$ cat src/rtl/serial_nmi_ctrl.sv
// serial_nmi_ctrl: serial incrementer that walks an S-bit operand two bits
// per cycle through one shared 2-bit increment cell, LSB slice first.
// Result s = (a + 1) mod 2^S, co = carry-out; done pulses for one cycle.
// Optional build macro: EARLY_EXIT_EN -- stop as soon as the carry dies
// (upper slices already hold their final value), shortening latency.

// Shared 2-bit incrementer cell: {c_o, s_o} = x_i + c_i.
module serial_nmi_inc2 (
  input  logic [1:0] x_i,
  input  logic       c_i,
  output logic [1:0] s_o,
  output logic       c_o
);
  assign {c_o, s_o} = {1'b0, x_i} + {2'b00, c_i};
endmodule

module serial_nmi_ctrl #(
  parameter int S = 8
) (
  input  logic         clk,
  input  logic         rst_n,
  input  logic         start,
  input  logic [S-1:0] a,
  output logic         ready,
  output logic         busy,
  output logic         done,
  output logic [S-1:0] s,
  output logic         co
);

  localparam int N  = S / 2;
  localparam int KW = (N > 1) ? $clog2(N) : 1;

  typedef enum logic [1:0] {IDLE, RUN, DONE} state_t;

  state_t          state_q;
  logic [S-1:0]    work_q;
  logic            carry_q;
  logic [KW-1:0]   k_q;

  logic [1:0]      slice_x;
  logic [1:0]      cell_s;
  logic            cell_c;
  logic [S-1:0]    work_d;
  logic            last_slice;
  logic            exit_run;

  // Select slice k of the work register and splice the cell sum back in.
  always_comb begin
    slice_x = 2'b00;
    work_d  = work_q;
    for (int i = 0; i < N; i++) begin
      if (k_q == KW'(i)) begin
        slice_x           = work_q[2*i +: 2];
        work_d[2*i +: 2]  = cell_s;
      end
    end
  end

  serial_nmi_inc2 u_cell (
    .x_i (slice_x),
    .c_i (carry_q),
    .s_o (cell_s),
    .c_o (cell_c)
  );

  assign last_slice = (k_q == KW'(N - 1));

`ifdef EARLY_EXIT_EN
  // Once the carry is absorbed the remaining slices are already final.
  assign exit_run = last_slice || !cell_c;
`else
  assign exit_run = last_slice;
`endif

  // Control FSM with registered handshake and result outputs.
  always_ff @(posedge clk or negedge rst_n) begin
    if (!rst_n) begin
      state_q <= IDLE;
      work_q  <= '0;
      carry_q <= 1'b0;
      k_q     <= '0;
      s       <= '0;
      co      <= 1'b0;
      done    <= 1'b0;
      busy    <= 1'b0;
      ready   <= 1'b1;
    end else begin
      case (state_q)
        IDLE: begin
          done <= 1'b0;
          if (start) begin
            work_q  <= a;
            k_q     <= '0;
            carry_q <= 1'b1;
            state_q <= RUN;
            ready   <= 1'b0;
            busy    <= 1'b1;
          end
        end
        RUN: begin
          work_q  <= work_d;
          carry_q <= cell_c;
          if (!last_slice) k_q <= k_q + KW'(1);
          if (exit_run) begin
            state_q <= DONE;
            busy    <= 1'b0;
            done    <= 1'b1;
            s       <= work_d;
            co      <= cell_c;
          end
        end
        DONE: begin
          done    <= 1'b0;
          ready   <= 1'b1;
          state_q <= IDLE;
        end
        default: begin
          state_q <= IDLE;
          done    <= 1'b0;
          busy    <= 1'b0;
          ready   <= 1'b1;
        end
      endcase
    end
  end

endmodule

$ cat config.mk
export PLATFORM = sky130hd
export DESIGN_NAME = serial_nmi_ctrl
export DESIGN_NICKNAME = d
export VERILOG_FILES = /design/src/rtl/serial_nmi_ctrl.sv
export SDC_FILE = /design/constraint.sdc
export NUM_CORES = 1
export LEC_CHECK = 0
export ABC_AREA = 1
export BUFFER_PORTS_ARGS = -buffer_cell sky130_fd_sc_hd__buf_2
export CAP_MARGIN = 20
export CORE_ASPECT_RATIO = 0.5
export CORE_MARGIN = 2
export CORE_UTILIZATION = 46
export DETAILED_ROUTE_END_ITERATION = 7
export GPL_TIMING_DRIVEN = 0
export PLACE_DENSITY_LB_ADDON = 0.3
export SLEW_MARGIN = 0
export SYNTH_ARGS = -nofsm -noshare
export SYNTH_HDL_FRONTEND = slang
export SYNTH_SLANG_ARGS = --single-unit
$ cat constraint.sdc
create_clock -name clk -period 5.6 [get_ports clk]
set_clock_uncertainty 0.05 [all_clocks]
set_input_delay 0 -clock clk [delete_from_list [all_inputs] [get_ports clk]]
set_output_delay 0 -clock clk [all_outputs]
set_load 0.005 [all_outputs]
==> metrics, run 1 <==
status finished clean; Die ar. 3360 um^2; critical path's slowest cell dfrtp_1; Worst R2R Start k_q[1]; RePlAce Congestion 0.915; top cell type's share of synthesized area 45.2%; count leader, synth nand2_1; synthesized cell area 1330 um^2; layout cells sized above 1 about 18%; Critical Path Stages 12; leakage power 0.960 nW; CTS Hold Bufs 10; crit-path max FO 5; area grow syn2layout 23.0%; post-route ant nets 0; CP Launch Type flop; first-pass GRT wire length 4910 um; top area cells in the synthesized netlist dfrtp_1 (45%), nand2_1 (24%), ha_1 (5.7%); Routed WL per cell around 12 um; Sink Count 25; required time worst endpoint 5.72 ns; Initial Util between 40% and 50%; HP Class in2async; CTS tree yes; die height about 42 um; async set-reset flop share out of synthesis 100%; Core Region approximately 2700 um^2; die width between 70 and 80 um; initial antenna violation count 0; largest net degree at the start of global routing 26; MaxCap Viol Count 0; clk root buf clkbuf_8; Net count, final 230; critical path buffer and inverter count 2; gr usage total 19.4%; max_slew headroom 62.6%; CP Class reg2reg; clock insertion delay at the later pin of the skew report 0.27 ns; Port Buf Inserts 22; Final Slew Violations 0; Routed WL ~2900 um; sequential-to-total area share from yosys stat a little under half; slew of the pin with the lowest slew margin 0.562 ns; maximum VDD drop 0.321 mV; R2R setup slack ~3.5 ns; Fmax 481 MHz; drt first pass iters 4; top-level port count 23; setup TNS 0 ns; Critical Path End Type flop; dpl hpwl 2050 um; Critical Path Max Stage Delay 0.41 ns; power per cell area 595 nW/um^2; # fillers 246; Longest Clk Path Bufs 2; Vias ~1200; syn_nets 193; crit-path leading delay family adder cells; Post-CTS Setup Bufs 0; Avg Cell Area, Syn 7.54 um^2; number of synthesized flops with an enable pin 0; Unique masters post-synth 18; Synth Flop Type dfrtp_1; pre-CTS WS 3.55 ns; most used cell, CP nand2_1; vias in the first global route 1106; crit path to work_q[7]; setup slack after layout 3.52 ns; RSZ-0062 raised after global routing false; Num CTS Buffers 3; fin crit share 37.1%; crit-path cells inv_1 > ha_1 > inv_1 > nand2_1 > nand3_1 > a21oi_1 > ha_1 > ha_1 > nand4_1 > nand2_1 > nand2_1 > nand2_1; vias per std cell approximately 4.6; Synth top cells by count nand2_1 (86), dfrtp_1 (24), inv_1 (18); cts repair resizes 0; post-synthesis cell count 176; r2r worst-path depth 12; final setup vio count 0; Remaining Overflow, GRT 0; row count 13; Crit. Startpoint k_q[1]; DR DRC count 0; htree depth 1; number of synthesized register bits 25; clock transition at the registers of the reported paths 0.09 ns; worst r2r dst work_q[7]; Hold Vio Cnt, Final 0; number of synthesis warnings 0; dominant cell type by area after synthesis dfrtp_1; 1st-iter DRT viols between 70 and 80; min cycle time layout 2.08 ns; n_diodes 0; critical path arrival 2.20 ns
## cell families (layout without fill, tap and decap cells)
group / after synthesis / after routing / synth area share (%)
flops: 25 / 25 / 47.2
buf+inv: 24 / 60 / 8.01
fa+ha+maj: 6 / 6 / 5.65
compound gates: 8 / 8 / 3.49
simple gates: 113 / 113 / 35.6
## power breakdown
group	switching, mW	total, mW	internal (mW)
Sequential	0.0579	0.329	0.271
Clock	0.0589	0.109	0.0505
Combinational	0.331	0.533	0.203
## worst reg2reg max path, stage by stage, from the launching register on
cell and delay, ns:
dfrtp_1 0.41, inv_1 0.08, ha_1 0.24, inv_1 0.14
nand2_1 0.07, nand3_1 0.07, a21oi_1 0.07, ha_1 0.18
ha_1 0.34, nand4_1 0.17, nand2_1 0.07, nand2_1 0.06
nand2_1 0.04
## layout make-up
| class | instances | area [um^2] | share of cell area (%) |
|---|---|---|---|
| plain buffers | 3 | 27.5 | 1.69 |
| clock buffers | 3 | 41.3 | 2.53 |
| well taps | 37 | 46.3 | 2.84 |
| clock inverters | 1 | 7.51 | 0.460 |
| repair buffers | 32 | 210 | 12.9 |
| flip-flops and latches | 25 | 627 | 38.4 |
| multi-input cells | 127 | 594 | 36.4 |
| inverters | 21 | 78.8 | 4.83 |
## sequential cells by signal (all words and copies together) (netlist names), 2 cells and up
name and cells:
k_q 2, s 8, state_q 2, work_q 8
## metrics by stage
step / utilization (%) / total power [mW] / cell area, um^2 / hold WS, ns / std cells
floorplan: - / 0.706 / 1330 / -0.346 / 176
global placement: 55.6 / 0.841 / 1480 / -0.0325 / 235
detailed placement: 55.6 / 0.856 / 1480 / -0.0210 / 235
CTS: 61.2 / 0.972 / 1630 / 0.223 / 249
global route: 61.2 / 1.07 / 1630 / 0.279 / 249
finish: 61.2 / 0.972 / 1630 / 0.200 / 249
## cells in the final DEF (no fill, tap or decap)
| cell | count |
|---|---|
| nand2_2 | 1 |
| clkinvlp_4 | 1 |
| nor2_4 | 1 |
| buf_2 | 23 |
| nand3_1 | 15 |
| dlygate4sd3_1 | 10 |
| nand2_4 | 2 |
| ha_1 | 6 |
| nand2_1 | 86 |
| dfstp_2 | 1 |
| nor2_1 | 6 |
| dfrtp_1 | 24 |
| buf_6 | 2 |
| inv_2 | 3 |
| clkbuf_8 | 3 |
| o21a_1 | 1 |
| o21ai_2 | 1 |
| o21ai_0 | 1 |
| a21oi_1 | 5 |
| inv_1 | 18 |
| nand4_1 | 2 |
## how the worst min path moves through the flow
stage	startpoint	to	slack, ns	depth (start not counted)
after floorplan	rst_n	busy	-0.35	0
after global placement	rst_n	done	-0.03	1
after detailed placement	rst_n	k_q[1]	-0.02	1
after CTS	rst_n	work_q[1]	0.22	2
after global routing	rst_n	work_q[1]	0.28	2
final	rst_n	k_q[1]	0.20	2
## per-layer routing
metal	global-route usage, %	vias to the layer above	wire length [um]
li1	-	610	-
met1	29.1	509	1480
met2	27.5	28	1210
met3	5.82	4	142
met4	4.07	0	30
met5	0	-	0
Note: power is estimated with default switching activity, not from simulation.
==> inputs of run 2 (changes only) <==
ABC_AREA = 0   (was 1)
clock period = 1.9 ns   (was 5.6 ns; I/O delays follow)
==> run 2 against run 1 <==
The flow now finishes with violations (hold timing, setup timing). Synthesized cell count down 31%. Fmax down 5.2%. Non-clock buffer count up 16. Flip-flop and latch count unchanged. First-iteration DRC count down 17%. Wire length up 13%. Via count down 5.0%. Power rose to 4.4 times the previous value. Combinational power rose to 5.4 times the previous value. Critical path type unchanged. Largest power group unchanged.
==> metrics, run 2 <==
synthesized cell area 1360 um^2 (+2.5%); HP Class in2reg; dpl cells 180 (-23%); most frequent cells in the layout buf_2 (23), dfrtp_1 (23), nand2_1 (17); clock share of power 7.5% (-3.8 points); dpl hpwl 2010 um (-2.1%); Remaining Overflow, GRT 0 (unchanged); first-pass GRT wire length 5640 um (+15%); drt first pass iters 4 (unchanged); Gate power share 68.3% (+13 points); row count 13 (unchanged); top area cells in the synthesized netlist dfrtp_1 (44%), ha_1 (5.5%), o2bb2ai_1 (5.2%); 1st-iter DRT viols 60 (-17%); failing checks hold timing, setup timing; final setup vio count 15 (+15); MaxCap Viol Count 0 (unchanged); maximum VDD drop 1.12 mV (+250%); die width 80.9 um (+1.2%); min cycle time layout 2.19 ns (+0.115 ns); Largest regs s (8), work_q (8); Internal 2.52 mW (+380%); Routed WL per cell 15.9 um (+38%); DR DRC count 0 (unchanged); Critical Path End Type flop; largest net degree at the start of global routing 26 (unchanged); RSZ-0062 raised after global routing true; clock transition at the registers of the reported paths 0.09 ns (about the same); Final Slew Violations 0 (unchanged); r2r worst-path depth 10 (-2); top cell type's share of synthesized area 44.2% (-1.1 points); Sink Count 25 (unchanged); slew of the pin with the lowest slew margin 0.565 ns (+0.00331 ns); critical path arrival 2.30 ns (+0.10 ns); Switch Pwr 1.71 mW (+280%); pre-CTS WS -0.530 ns (-4.08 ns); CP Launch Type flop; Vias 1093 (-5.0%); Core Region 2700 um^2 (+1.2%); top-level port count 23 (unchanged); Synth Flop Type dfrtp_1; worst hold slack -0.0180 ns (-0.218 ns); number of synthesis warnings 0 (unchanged); leakage power 0.881 nW (-8.2%); Routed WL 3250 um (+13%); number of synthesized flops with an enable pin 0 (unchanged); Hold Vio Cnt, Final 1 (+1); Unique masters post-synth 32 (+14); sw frac 40.5% (-5.6 points); die height 42.5 um (+1.1%); number of synthesized register bits 25 (unchanged); Crit. Startpoint k_q[0]; Port Buf Inserts 22 (unchanged); CTS tree yes; htree depth 1 (unchanged); Synth top cells by count dfrtp_1 (24), nand2_1 (18), o21ai_0 (8), o2bb2ai_1 (8); setup TNS -2.44 ns (-2.44 ns); CP Class reg2reg; n_diodes 0 (unchanged); Die ar. 3430 um^2 (+2.3%); clock insertion delay at the later pin of the skew report 0.27 ns (about the same); vias per std cell 5.36 (+16%); Avg Cell Area, Syn 11.2 um^2 (+49%); initial antenna violation count 0 (unchanged); layout cells sized above 1 48.5% (+31 points); area grow syn2layout 42.9%; max_slew headroom 62.3% (-0.22 points); post-route ant nets 0 (unchanged); post-synthesis cell count 121 (-31%); sequential-to-total area share from yosys stat 46.1% (-1.1 points); Longest Clk Path Bufs 2 (unchanged); # fillers 190 (-23%); Fmax 456 MHz (-5.2%); gr usage total 21.9% (+2.5 points); required time worst endpoint 2.01 ns (-3.71 ns); clk root buf clkbuf_8; post-layout util 72.0% (+11 points); Sequential Power Share 24.2% (-9.7 points); power per cell area 2180 nW/um^2 (+270%); dominant cell type by area after synthesis dfrtp_1; final non-filler cell total 204 (-18%); worst r2r dst work_q[1]; vias in the first global route 1161 (+5.0%); async set-reset flop share out of synthesis 100% (unchanged); fin crit share 115% (+78 points); crit-path max FO 3 (-2); R2R setup slack -0.29 ns (-3.82 ns); Initial Util 50.4% (+0.61 points); syn_nets 138 (-28%); crit path to work_q[1]; status finished with violations; Worst R2R Start k_q[0]; Net count, final 185 (-20%); RePlAce Congestion 0.769 (-16%); count leader, synth dfrtp_1; setup slack after layout -0.292 ns (-3.82 ns); Num CTS Buffers 3 (unchanged)
## run 2: cell types whose count changed after synthesis, moves of 6 or more
cell and change:
o21ai_0 +7, inv_1 -15, nand3_1 -15, mux2i_1 +6, nand2_1 -68, o2bb2ai_1 +8
## run 2: final cells by class
cell class,instances,area (um^2),share of cell area [%]
buffer,6,70.1,3.61
clock buffer,4,45.0,2.32
inverter,4,17.5,0.901
multi-input combinational,83,822,42.3
sequential,25,628,32.3
tap,37,46.3,2.38
timing repair buffer,45,314,16.2
## run 2: routing by layer
metal  up-vias  track usage, %  part of all wire (%)
li1        524               -                     -
met1       537            29.3                    48
met2        28            34.7                    47
met3         4            6.25                   4.3
met4         0            5.76                  0.92
met5         -               0                     0
## run 2: worst min path at each step
stage | from | to | cells past startpoint
after floorplan | rst_n | busy | 0
after global placement | rst_n | busy | 1
after detailed placement | rst_n | busy | 1
after CTS | a[7] | work_q[7] | 3
after global routing | a[7] | work_q[7] | 3
final | a[7] | work_q[7] | 3
## run 2: cells by family after synthesis
| kind of cell | Yosys count | share of synthesized area (%) |
|---|---|---|
| simple gates | 33 | 12.5 |
| fa+ha+maj | 6 | 5.52 |
| compound gates | 38 | 24.6 |
| mux | 6 | 4.42 |
| flops | 25 | 46.1 |
| buf+inv | 13 | 6.90 |
## run 2: power groups by stage
| stage | combinational [mW] | sequential (mW) | clock, mW |
|---|---|---|---|
| floorplan | 1.72 | 0.969 | 0 |
| global placement | 2.13 | 0.978 | 0 |
| detailed placement | 2.18 | 0.994 | 0 |
| CTS | 2.80 | 0.995 | 0.326 |
| global route | 3.11 | 1.05 | 0.355 |
| finish | 2.89 | 1.02 | 0.319 |
## run 2: repair_timing
item | CTS | global route
hold buffers | 8 | 0
endpoints found under the hold margin | 31 | 0
setup buffers | 14 | 1
gates cloned | 0 | 0
endpoints found under the setup margin | 18 | 18
resized for setup | 25 | 10
pin swaps | 10 | 8
## run 2: critical path, stage by stage (launching register included)
cell       delay (ns)
dfrtp_2          0.44
inv_4            0.06
ha_4             0.17
nor2b_4          0.14
a221oi_4         0.27
o31ai_4          0.09
ha_4             0.17
ha_4             0.22
nor3b_4          0.25
o2bb2ai_1        0.15
a2bb2oi_1        0.08
## run 2: through the flow
step	cell area, um^2	power (mW)	hold WS (ns)
after floorplan	1430	2.69	-0.346
after global placement	1590	3.11	-0.0341
after detailed placement	1590	3.18	-0.0199
after CTS	1910	4.12	0.00647
after global routing	1940	4.51	-0.0271
final	1940	4.23	-0.0180
==> inputs of run 3 (changes only) <==
BUFFER_PORTS_ARGS = -buffer_cell sky130_fd_sc_hd__clkbuf_2   (was -buffer_cell sky130_fd_sc_hd__buf_2)
SETUP_SLACK_MARGIN = 0.3   (was unset)
==> run 3 against run 2 <==
The run ends with setup timing left. Core utilization decreased by 1.5 points. Global-route usage is 3.0 points lower. Die area did not move. Combinational power fell by 2%. Critical path depth is 1 higher. Flip-flop and latch count unchanged. Sequential share of layout area is 0.64 points higher. Count of clock-buffer cells in the layout down 1. Register-to-register slack worse by 0.12 ns.
==> metrics, run 3 (synthesis gave the netlist of run 2 again) <==
Die ar. 3430 um^2 (unchanged); critical path arrival 2.42 ns (+0.12 ns); RePlAce Congestion 0.771 (+0.34%); power per cell area 2180 nW/um^2 (+0.15%); placed cell area 1590 um^2 (unchanged); die width 80.9 um (unchanged); Sink Count 25 (unchanged); vias per std cell 5.21 (-2.8%); max_slew headroom 57.7% (-4.7 points); clk root buf clkbuf_8; fin area 1900 um^2 (-2.1%); Routed WL 3010 um (-7.3%); top-level port count 23 (unchanged); Final Slew Violations 0 (unchanged); n_diodes 0 (unchanged); dpl cells 180 (unchanged); 1st-iter DRT viols 48 (-20%); met2 usage 30.4% (-4.3 points); # fillers 187 (-1.6%); required time worst endpoint 2.01 ns (about the same); largest net degree at the start of global routing 26 (unchanged); fin crit share 122% (+6.2 points); area grow syn2layout 39.8%; maximum VDD drop 0.942 mV (-16%); Largest regs s (8), work_q (8); die height 42.5 um (unchanged); CP Class reg2reg; Net count, final 186 (+0.54%); DR DRC count 0 (unchanged); Critical Path Max Stage Delay 0.41 ns (-0.03 ns); Critical Path End Type flop; layout cells sized above 1 47.0% (-1.5 points); Longest Clk Path Bufs 2 (unchanged); Crit. Startpoint k_q[0]; R2R setup slack -0.41 ns (-0.12 ns); clock share of power 7.7% (+0.2 points); Routed WL per cell 14.7 um (-7.8%); dpl hpwl 1930 um (-3.7%); initial antenna violation count 0 (unchanged); storage element area 627 um^2 (-0.20%); crit-path cells inv_2 > ha_4 > buf_8 > nor2b_4 > a221oi_2 > o31ai_2 > ha_2 > ha_4 > nor3b_4 > o2bb2ai_1 > a2bb2oi_1; sw frac 39.2% (-1.3 points); Sequential Power Share 23.9% (-0.3 points); final non-filler cell total 205 (+0.49%); Remaining Overflow, GRT 0 (unchanged); gr usage total 18.8% (-3.0 points); GR peak layer met2; Port Buf Inserts 22 (unchanged); row count 13 (unchanged); failing checks setup timing; Num CTS Buffers 3 (unchanged); clock insertion delay at the later pin of the skew report 0.27 ns (about the same); footprint of the multi-input gates 762 um^2 (-7.3%); post-layout util 70.4% (-1.5 points); CTS tree yes; vias in the first global route 1042 (-10%); Fmax 433 MHz (-5.1%); Gate power share 68.4% (about the same); min cycle time layout 2.31 ns (+0.117 ns); setup TNS -4.34 ns (-1.90 ns); M3 GR Usage 5.17% (-1.1 points); htree depth 1 (unchanged); MaxCap Viol Count 0 (unchanged); Core Region 2700 um^2 (unchanged); leakage power 0.889 nW (+0.96%); pre-CTS WS -0.534 ns (-0.00396 ns); post-route ant nets 0 (unchanged); most frequent cells in the layout dfrtp_1 (24), clkbuf_2 (22), nand2_1 (15); most used cell, CP ha_4; slew of the pin with the lowest slew margin 0.635 ns (+0.0699 ns); HP Class in2reg; Initial Util 50.4% (unchanged); status finished with violations; most common cell after layout, fill and taps aside dfrtp_1; Hold Vio Cnt, Final 0 (-1); Internal 2.52 mW (+0.11%); drt first pass iters 4 (unchanged); final setup vio count 17 (+2); first-pass GRT wire length 4850 um (-14%); setup slack after layout -0.410 ns (-0.117 ns); worst min-delay path startpoint start; clock transition at the registers of the reported paths 0.09 ns (about the same); CP Launch Type flop; Switch Pwr 1.63 mW (-5.0%); met1 GRT Util 25.8% (-3.5 points); RSZ-0062 raised after global routing true; Worst R2R Start k_q[0]; crit-path max FO 4 (+1); critical path's slowest cell dfrtp_1; Vias 1068 (-2.3%)
[run 3: changes by cell type in the layout (fill, tap and decap cells not counted), moves of 2 or more]
cell | previous run | this run
nand2_2 | 1 | 3
buf_4 | 12 | 10
clkbuf_2 | 0 | 22
nand2_1 | 17 | 15
buf_2 | 23 | 1
ha_4 | 5 | 2
ha_1 | 0 | 3
[run 3: what timing repair did]
item | in CTS | in global routing
buffers inserted | 7 | 5
pin swaps | 9 | 10
setup endpoints to repair | 18 | 21
endpoints found under the hold margin | 32 | 0
gates resized for setup | 10 | 15
hold buffers | 9 | 0
[run 3: worst paths after layout]
check                            endpoint  cells past startpoint
worst max-delay path            work_q[1]                     11
worst min-delay path                ready                      3
worst max register to register  work_q[1]                     11
worst min register to register       s[6]                      2
max in group asynchronous       work_q[1]                      2
min in group asynchronous         carry_q                      2
[run 3: cell type report]
cell class	count	share of cell area (%)
well taps	37	2.43
multi-input cells	83	40.1
clock buffers	3	2.17
plain buffers	9	5.46
flip-flops and latches	25	33.0
inverters	4	0.789
repair buffers	43	15.9
clock inverters	1	0.263
[run 3: routing by layer]
metal / vias to the layer above / wire [um]
met5: - / 0
met4: 0 / 11
met3: 2 / 146
met1: 515 / 1450
li1: 526 / -
met2: 25 / 1400
[run 3: critical path: cells and delay by family, from the launching register on]
kind / cells / cell delay, ns
flip-flops: 1 / 0.41
AO/OA/AOI/OAI: 4 / 0.57
AND/OR/NAND/NOR: 2 / 0.36
buffers and inverters: 2 / 0.18
adder cells (fa/ha/maj): 3 / 0.62
[run 3: power by group through the flow]
stage                     clock, mW  sequential [mW]  combinational, mW
final                         0.321            0.989               2.84
after global routing          0.355             1.02               3.08
after detailed placement          0            0.991               2.19
after floorplan                   0            0.969               1.73
after CTS                     0.325            0.981               2.56
after global placement            0            0.981               2.14
[run 3: per-stage QoR]
stage                     power (mW)  hold WS (ns)
after floorplan                 2.70        -0.346
after global placement          3.12      -0.00944
after detailed placement        3.18      -0.00419
after CTS                       3.87        0.0302
after global routing            4.46        0.0547
final                           4.15        0.0334
